$ cat config.mk
export PLATFORM = sky130hd
export DESIGN_NAME = bg_tile_fetch_sequencer
export DESIGN_NICKNAME = d
export VERILOG_FILES = /design/src/rtl/bg_tile_fetch_sequencer.sv
export SDC_FILE = /design/constraint.sdc
export NUM_CORES = 1
export LEC_CHECK = 0
export ABC_CLOCK_PERIOD_IN_PS = 4600
export CAP_MARGIN = 30
export CORE_UTILIZATION = 25
export CTS_CLUSTER_SIZE = 24
export DETAILED_ROUTE_END_ITERATION = 10
export HOLD_SLACK_MARGIN = 0.05
export PLACE_DENSITY_LB_ADDON = 0.08
export REMOVE_ABC_BUFFERS = 1
export SYNTH_ARGS = -nofsm -noshare
export SYNTH_HDL_FRONTEND = slang
export SYNTH_SLANG_ARGS = --single-unit
export TNS_END_PERCENT = 50
$ cat constraint.sdc
create_clock -name clk -period 4.6 [get_ports clk]
set_clock_uncertainty 0.05 [all_clocks]
set_input_delay 1.38 -clock clk [delete_from_list [all_inputs] [get_ports clk]]
set_output_delay 1.38 -clock clk [all_outputs]
set_load 0.005 [all_outputs]
$ cat src/rtl/bg_tile_fetch_sequencer.sv
// Background tile fetch sequencer: walks one scanline tile by tile, issuing NT/AT/pattern reads on a
// VRAM port shared with CPU accesses, and hands each completed tile record downstream.
`timescale 1ns/1ps
module bg_tile_fetch_sequencer #(
    parameter int unsigned TILES_PER_LINE = 33
) (
    input  logic        clk,
    input  logic        rst_n,
    input  logic        start_line,
    input  logic [8:0]  line_row,
    input  logic        render_en,
    input  logic [7:0]  ppu_ctrl1,
    output logic [8:0]  map_row,
    output logic [8:0]  map_col,
    input  logic [15:0] map_nt_ptr,
    input  logic [2:0]  map_fine_y,
    output logic        vram_req,
    output logic [15:0] vram_addr,
    output logic        vram_we,
    output logic [7:0]  vram_wdata,
    input  logic        vram_ack,
    input  logic [7:0]  vram_rdata,
    input  logic        cpu_req,
    input  logic [15:0] cpu_addr,
    input  logic        cpu_we,
    input  logic [7:0]  cpu_wdata,
    output logic        cpu_ack,
    output logic [7:0]  cpu_rdata,
    output logic        tile_valid,
    input  logic        tile_ready,
    output logic [7:0]  tile_pat_lo,
    output logic [7:0]  tile_pat_hi,
    output logic [1:0]  tile_attr,
    output logic        line_busy
);

    localparam logic [5:0] LastIdx = 6'(TILES_PER_LINE - 1);

    typedef enum logic [2:0] {
        StIdle,
        StCpu,
        StNt,
        StAt,
        StPlo,
        StPhi,
        StPush
    } state_e;

    state_e      state_q;
    logic [8:0]  row_q;
    logic [5:0]  tile_idx_q;
    logic [7:0]  tile_id_q;
    logic [15:0] nt_ptr_q;
    logic [2:0]  fine_y_q;
    logic [1:0]  attr_q;
    logic [7:0]  pat_lo_q;

    logic [15:0] at_addr;
    logic [15:0] pat_addr;
    logic [15:0] fetch_addr;
    logic [2:0]  attr_shift;
    logic [1:0]  attr_bits;
    logic        aborting;
    logic        cpu_pending;
    logic        unused_ctrl;

    assign map_row = row_q;
    assign map_col = {tile_idx_q, 3'b000};

    assign at_addr    = {nt_ptr_q[15:10], 4'hF, nt_ptr_q[9:7], nt_ptr_q[4:2]};
    assign pat_addr   = {3'b000, ppu_ctrl1[4], tile_id_q, 1'b0, fine_y_q};
    assign attr_shift = {nt_ptr_q[6], nt_ptr_q[1], 1'b0};
    assign attr_bits  = 2'(vram_rdata >> attr_shift);
    assign aborting   = line_busy && !render_en;
    // cpu_req may still be high in the cycle cpu_ack is out; do not serve it twice.
    assign cpu_pending = cpu_req && !cpu_ack;
    assign unused_ctrl = ^{ppu_ctrl1[7:5], ppu_ctrl1[3:0]};

    always_comb begin
        fetch_addr = map_nt_ptr;
        case (state_q)
            StAt:    fetch_addr = at_addr;
            StPlo:   fetch_addr = pat_addr;
            StPhi:   fetch_addr = pat_addr | 16'h0008;
            default: fetch_addr = map_nt_ptr;
        endcase
    end

    always_ff @(posedge clk) begin
        if (!rst_n) begin
            state_q     <= StIdle;
            row_q       <= '0;
            tile_idx_q  <= '0;
            tile_id_q   <= '0;
            nt_ptr_q    <= '0;
            fine_y_q    <= '0;
            attr_q      <= '0;
            pat_lo_q    <= '0;
            vram_req    <= 1'b0;
            vram_addr   <= '0;
            vram_we     <= 1'b0;
            vram_wdata  <= '0;
            cpu_ack     <= 1'b0;
            cpu_rdata   <= '0;
            tile_valid  <= 1'b0;
            tile_pat_lo <= '0;
            tile_pat_hi <= '0;
            tile_attr   <= '0;
            line_busy   <= 1'b0;
        end else begin
            cpu_ack <= 1'b0;
            case (state_q)
                StIdle: begin
                    if (cpu_pending) begin
                        state_q <= StCpu;
                    end else if (start_line && render_en) begin
                        row_q      <= line_row;
                        tile_idx_q <= '0;
                        line_busy  <= 1'b1;
                        state_q    <= StNt;
                    end
                end

                StCpu: begin
                    if (!vram_req) begin
                        vram_req   <= 1'b1;
                        vram_addr  <= cpu_addr;
                        vram_we    <= cpu_we;
                        vram_wdata <= cpu_wdata;
                    end else if (vram_ack) begin
                        vram_req <= 1'b0;
                        vram_we  <= 1'b0;
                        cpu_ack  <= 1'b1;
                        if (!vram_we) begin
                            cpu_rdata <= vram_rdata;
                        end
                        if (line_busy && render_en) begin
                            state_q <= StNt;
                        end else begin
                            line_busy <= 1'b0;
                            state_q   <= StIdle;
                        end
                    end
                end

                StNt, StAt, StPlo, StPhi: begin
                    if (!vram_req) begin
                        // Abort before the request goes out; nothing is in flight yet.
                        if (aborting) begin
                            line_busy <= 1'b0;
                            state_q   <= StIdle;
                        end else begin
                            vram_req  <= 1'b1;
                            vram_we   <= 1'b0;
                            vram_addr <= fetch_addr;
                        end
                    end else if (vram_ack) begin
                        vram_req <= 1'b0;
                        if (aborting) begin
                            line_busy <= 1'b0;
                            state_q   <= StIdle;
                        end else begin
                            case (state_q)
                                StNt: begin
                                    tile_id_q <= vram_rdata;
                                    nt_ptr_q  <= map_nt_ptr;
                                    fine_y_q  <= map_fine_y;
                                    state_q   <= StAt;
                                end
                                StAt: begin
                                    attr_q  <= attr_bits;
                                    state_q <= StPlo;
                                end
                                StPlo: begin
                                    pat_lo_q <= vram_rdata;
                                    state_q  <= StPhi;
                                end
                                default: begin
                                    tile_pat_lo <= pat_lo_q;
                                    tile_pat_hi <= vram_rdata;
                                    tile_attr   <= attr_q;
                                    tile_valid  <= 1'b1;
                                    state_q     <= StPush;
                                end
                            endcase
                        end
                    end
                end

                StPush: begin
                    if (aborting) begin
                        tile_valid <= 1'b0;
                        line_busy  <= 1'b0;
                        state_q    <= StIdle;
                    end else if (tile_ready) begin
                        tile_valid <= 1'b0;
                        if (tile_idx_q == LastIdx) begin
                            line_busy <= 1'b0;
                            state_q   <= cpu_pending ? StCpu : StIdle;
                        end else begin
                            tile_idx_q <= 6'(tile_idx_q + 6'd1);
                            state_q    <= cpu_pending ? StCpu : StNt;
                        end
                    end
                end

                default: state_q <= StIdle;
            endcase
        end
    end

endmodule

==> results.toml <==
[critical_path]
end_kind = "flip-flop"
crit_fanout = 25
r2r_cells = 9
critPathArrivalTime_ns = 3.56
cp_slowest_cell = "clkdlybuf4s50_1"
slowest_delay_ns = 0.62
r2r-start = "state_q[2]$_SDFFE_PN0P_"
reg2reg_setup_slack_ns = 1.62
cp.buffers_inverters = 1
path_depth = 6
critPathRequiredTime_ns = 4.79
critical_path_class = "primary input to flip-flop"
start_kind = "primary input"
crit_family = "simple AND/OR/NAND/NOR gates"
path_cells = "clkdlybuf4s50_1 > nor2b_1 > nor2_2 > nand4_4 > mux2i_1 > nor2_1"
startpoint = "render_en"

[finish]
drive_gt1_share_pct = 5.42
fin_area_um2 = 6680
antennaDiodeCount = 0
n_fill_cell = 1938
nNetsFinal = 739
area_delta_synth_final_pct = 38.4

[timing]
setup_violations = 0
min_period_over_period_pct = 73.2
maxSlewHeadroom_pct = 34.8
maxSlewViolCount = 0
fmax_mhz = 297
fin_tns_setup_ns = 0
layout_min_cycle_time_ns = 3.37
rsz0062_at_grt = "no"
hold_viol = 0
worst_pin_slew_ns = 0.978

[detailed_routing]
route.final.wire_length_um = 13800
drc = 0
vias = 4173
vias_per_cell = 4.52
first_pass_iters = 4
drt_iter0_markers = 196
ant_nets = 0
wire_per_inst_um = 14.9

[worst_hold_path]
whs_path_depth = 2
min_from = "vram_addr[11]$_SDFFE_PN0P_"
hold_class = "flip-flop to flip-flop"

[place]
gp_congestion = 0.768
place_hpwl_um = 9260
portBuffers = 138
dpl_cell_area_um2 = 6390

[grt]
grt_max_degree = 57
overflow = 0
antenna_found_initial = 0
grt_pass1_wl_um = 21200
grtUsageTotal_pct = 13.8
first_global_vias = 3937

[die]
die-width_um = 141
row_count = 50
start_util_pct = 25.6
die_area_um2 = 19900
core_um2 = 18800
io_pins = 149
die_h_um = 141

[yosys]
yosysWarnings = 0
synth_edf_count = 0
syn_area_um2 = 4820
async_flop_share_pct = 0
ys_ff_latch = 108
synthesis.instances = 541
synth_seq_area_share_pct = 44.8
synth.largest_area_cell = "dfxtp_1"
synth.top_cell.area_share_pct = 44.8
synth_cell_type_count = 54
synth_area_per_cell_um2 = 8.92
ys_top_cells_by_area = "dfxtp_1 45%, mux2i_1 13%, nor2_1 7.4%"
synth_ff_type = "dfxtp_1"

[cts]
cts.sinks = 108
clk_latency_ns = 0.36
htreeDepth = 3
ctsResizeCount = 0
cts_buffer_depth = 2
numCtsBuffers = 9
path_clk_slew_ns = 0.07
cts-root-buf = "clkbuf_16"
cts_tree = "yes"
cts.hold.buffers_added = 0
cts_setup_buffers = 0

[power_and_ir_drop]
power.density_nw_per_um2 = 439
p_leak_nw = 2.62
ir_drop_uv = 208

[status]
status = "complete, no violations"

[run]
max-cap-violations = 0
## area by class of cell
type,instances,area [um^2],share of cell area (%)
Inverter,6,23.8,0.356
Clock inverter,6,46.3,0.693
Multi-Input combinational cell,391,2450,36.7
Clock buffer,10,239,3.58
Sequential cell,108,2160,32.4
Timing Repair Buffer,143,1430,21.4
Tap cell,260,325,4.87
## metal layers
layer	wire length, um	global-route usage, %	vias to the layer above
met5	0	0	-
met2	6480	22.7	103
met1	6390	17.4	1951
met3	720	3.33	12
li1	-	-	2107
met4	178	5.09	0
## through the flow
step / hold WS, ns / cells / total power, mW / utilization, % / worst slack [ns]
after CTS: 0.411 / 924 / 2.98 / 35.5 / 1.24
after global routing: 0.430 / 924 / 3.13 / 35.5 / 1.08
final: 0.407 / 924 / 2.93 / 35.5 / 1.23
after floorplan: 0.398 / 505 / 1.73 / - / 0.235
after detailed placement: 0.396 / 908 / 2.19 / 33.9 / 0.864
after global placement: 0.392 / 908 / 2.18 / 33.9 / 0.907
## final timing paths
path,endpoint
worst max-delay path,nt_ptr_q[10]$_SDFFE_PN0P_
worst min register to register,vram_addr[11]$_SDFFE_PN0P_
worst min-delay path,vram_addr[11]$_SDFFE_PN0P_
worst max register to register,tile_pat_hi[5]$_SDFFE_PN0P_
## state kept, by name, indices dropped and copies added (netlist names)
| name | cells |
|---|---|
| attr_q | 2 |
| tile_pat_lo | 8 |
| line_busy | 1 |
| vram_wdata | 8 |
| state_q | 3 |
| tile_valid | 1 |
| tile_id_q | 8 |
| pat_lo_q | 8 |
| tile_idx_q | 6 |
| vram_req | 1 |
| tile_pat_hi | 8 |
| cpu_rdata | 8 |
| vram_we | 1 |
| tile_attr | 2 |
| nt_ptr_q | 14 |
| vram_addr | 16 |
| cpu_ack | 1 |
| fine_y_q | 3 |
| map_row | 9 |
## cells by family after synthesis
logic type / synth area share, %
AOI/OAI and AO/OA: 12.8
buffers and inverters: 4.64
adders and majority gates: 1.04
DFF: 44.8
other: 0.0777
xor gates and xnor gates: 0.726
and+or+nand+nor: 21.7
muxes: 14.2
## where the power goes
group	internal (mW)	switching, mW
Sequential	1.04	0.0962
Combinational	0.472	0.555
Clock	0.389	0.381
Total	1.90	1.03
## cells in the final DEF, fill, tap and decap left out, types with 2 or more instances in the layout
master,instances
clkdlybuf4s50_1,138
dfxtp_1,108
nor2_1,95
nand2_1,70
mux2i_1,64
a21oi_1,47
nor3b_1,12
nand2b_1,9
clkbuf_16,9
a311o_1,8
nand3_1,8
o21ai_0,6
inv_1,5
nor3_1,5
nor2b_1,4
a211oi_1,4
xnor2_1,4
a311oi_1,4
ha_1,4
buf_4,4
clkinv_2,3
a211o_1,3
conb_1,3
nand3b_1,2
o211ai_1,2
and3b_1,2
a21o_1,2
o41ai_1,2
and2_1,2
nand4_4,2
o31ai_1,2
o21a_1,2
mux4_2,2
o21ai_1,2
inv_6,2
## Yosys cell counts (4+ instances only)
cell,number
clkbuf_1,19
nand3_1,8
a211oi_1,4
nor3_1,6
nor2b_1,4
xnor2_1,4
mux2i_1,64
buf_4,7
a311oi_1,4
a311o_1,8
nor2_1,95
nor3b_1,12
inv_1,5
dfxtp_1,108
ha_1,4
nand2b_1,9
nand2_1,70
a21oi_1,47
buf_2,8
o21ai_0,6
## worst register-to-register path, cell delays in order, from the launching register on
cell	delay, ns
dfxtp_1	0.67
inv_1	0.24
ha_1	0.36
buf_4	0.40
and2_1	0.22
nand3_1	0.12
nor3_2	0.18
buf_4	0.35
mux2i_1	0.25
nor2_1	0.05
(Power assumes the default switching activity.)
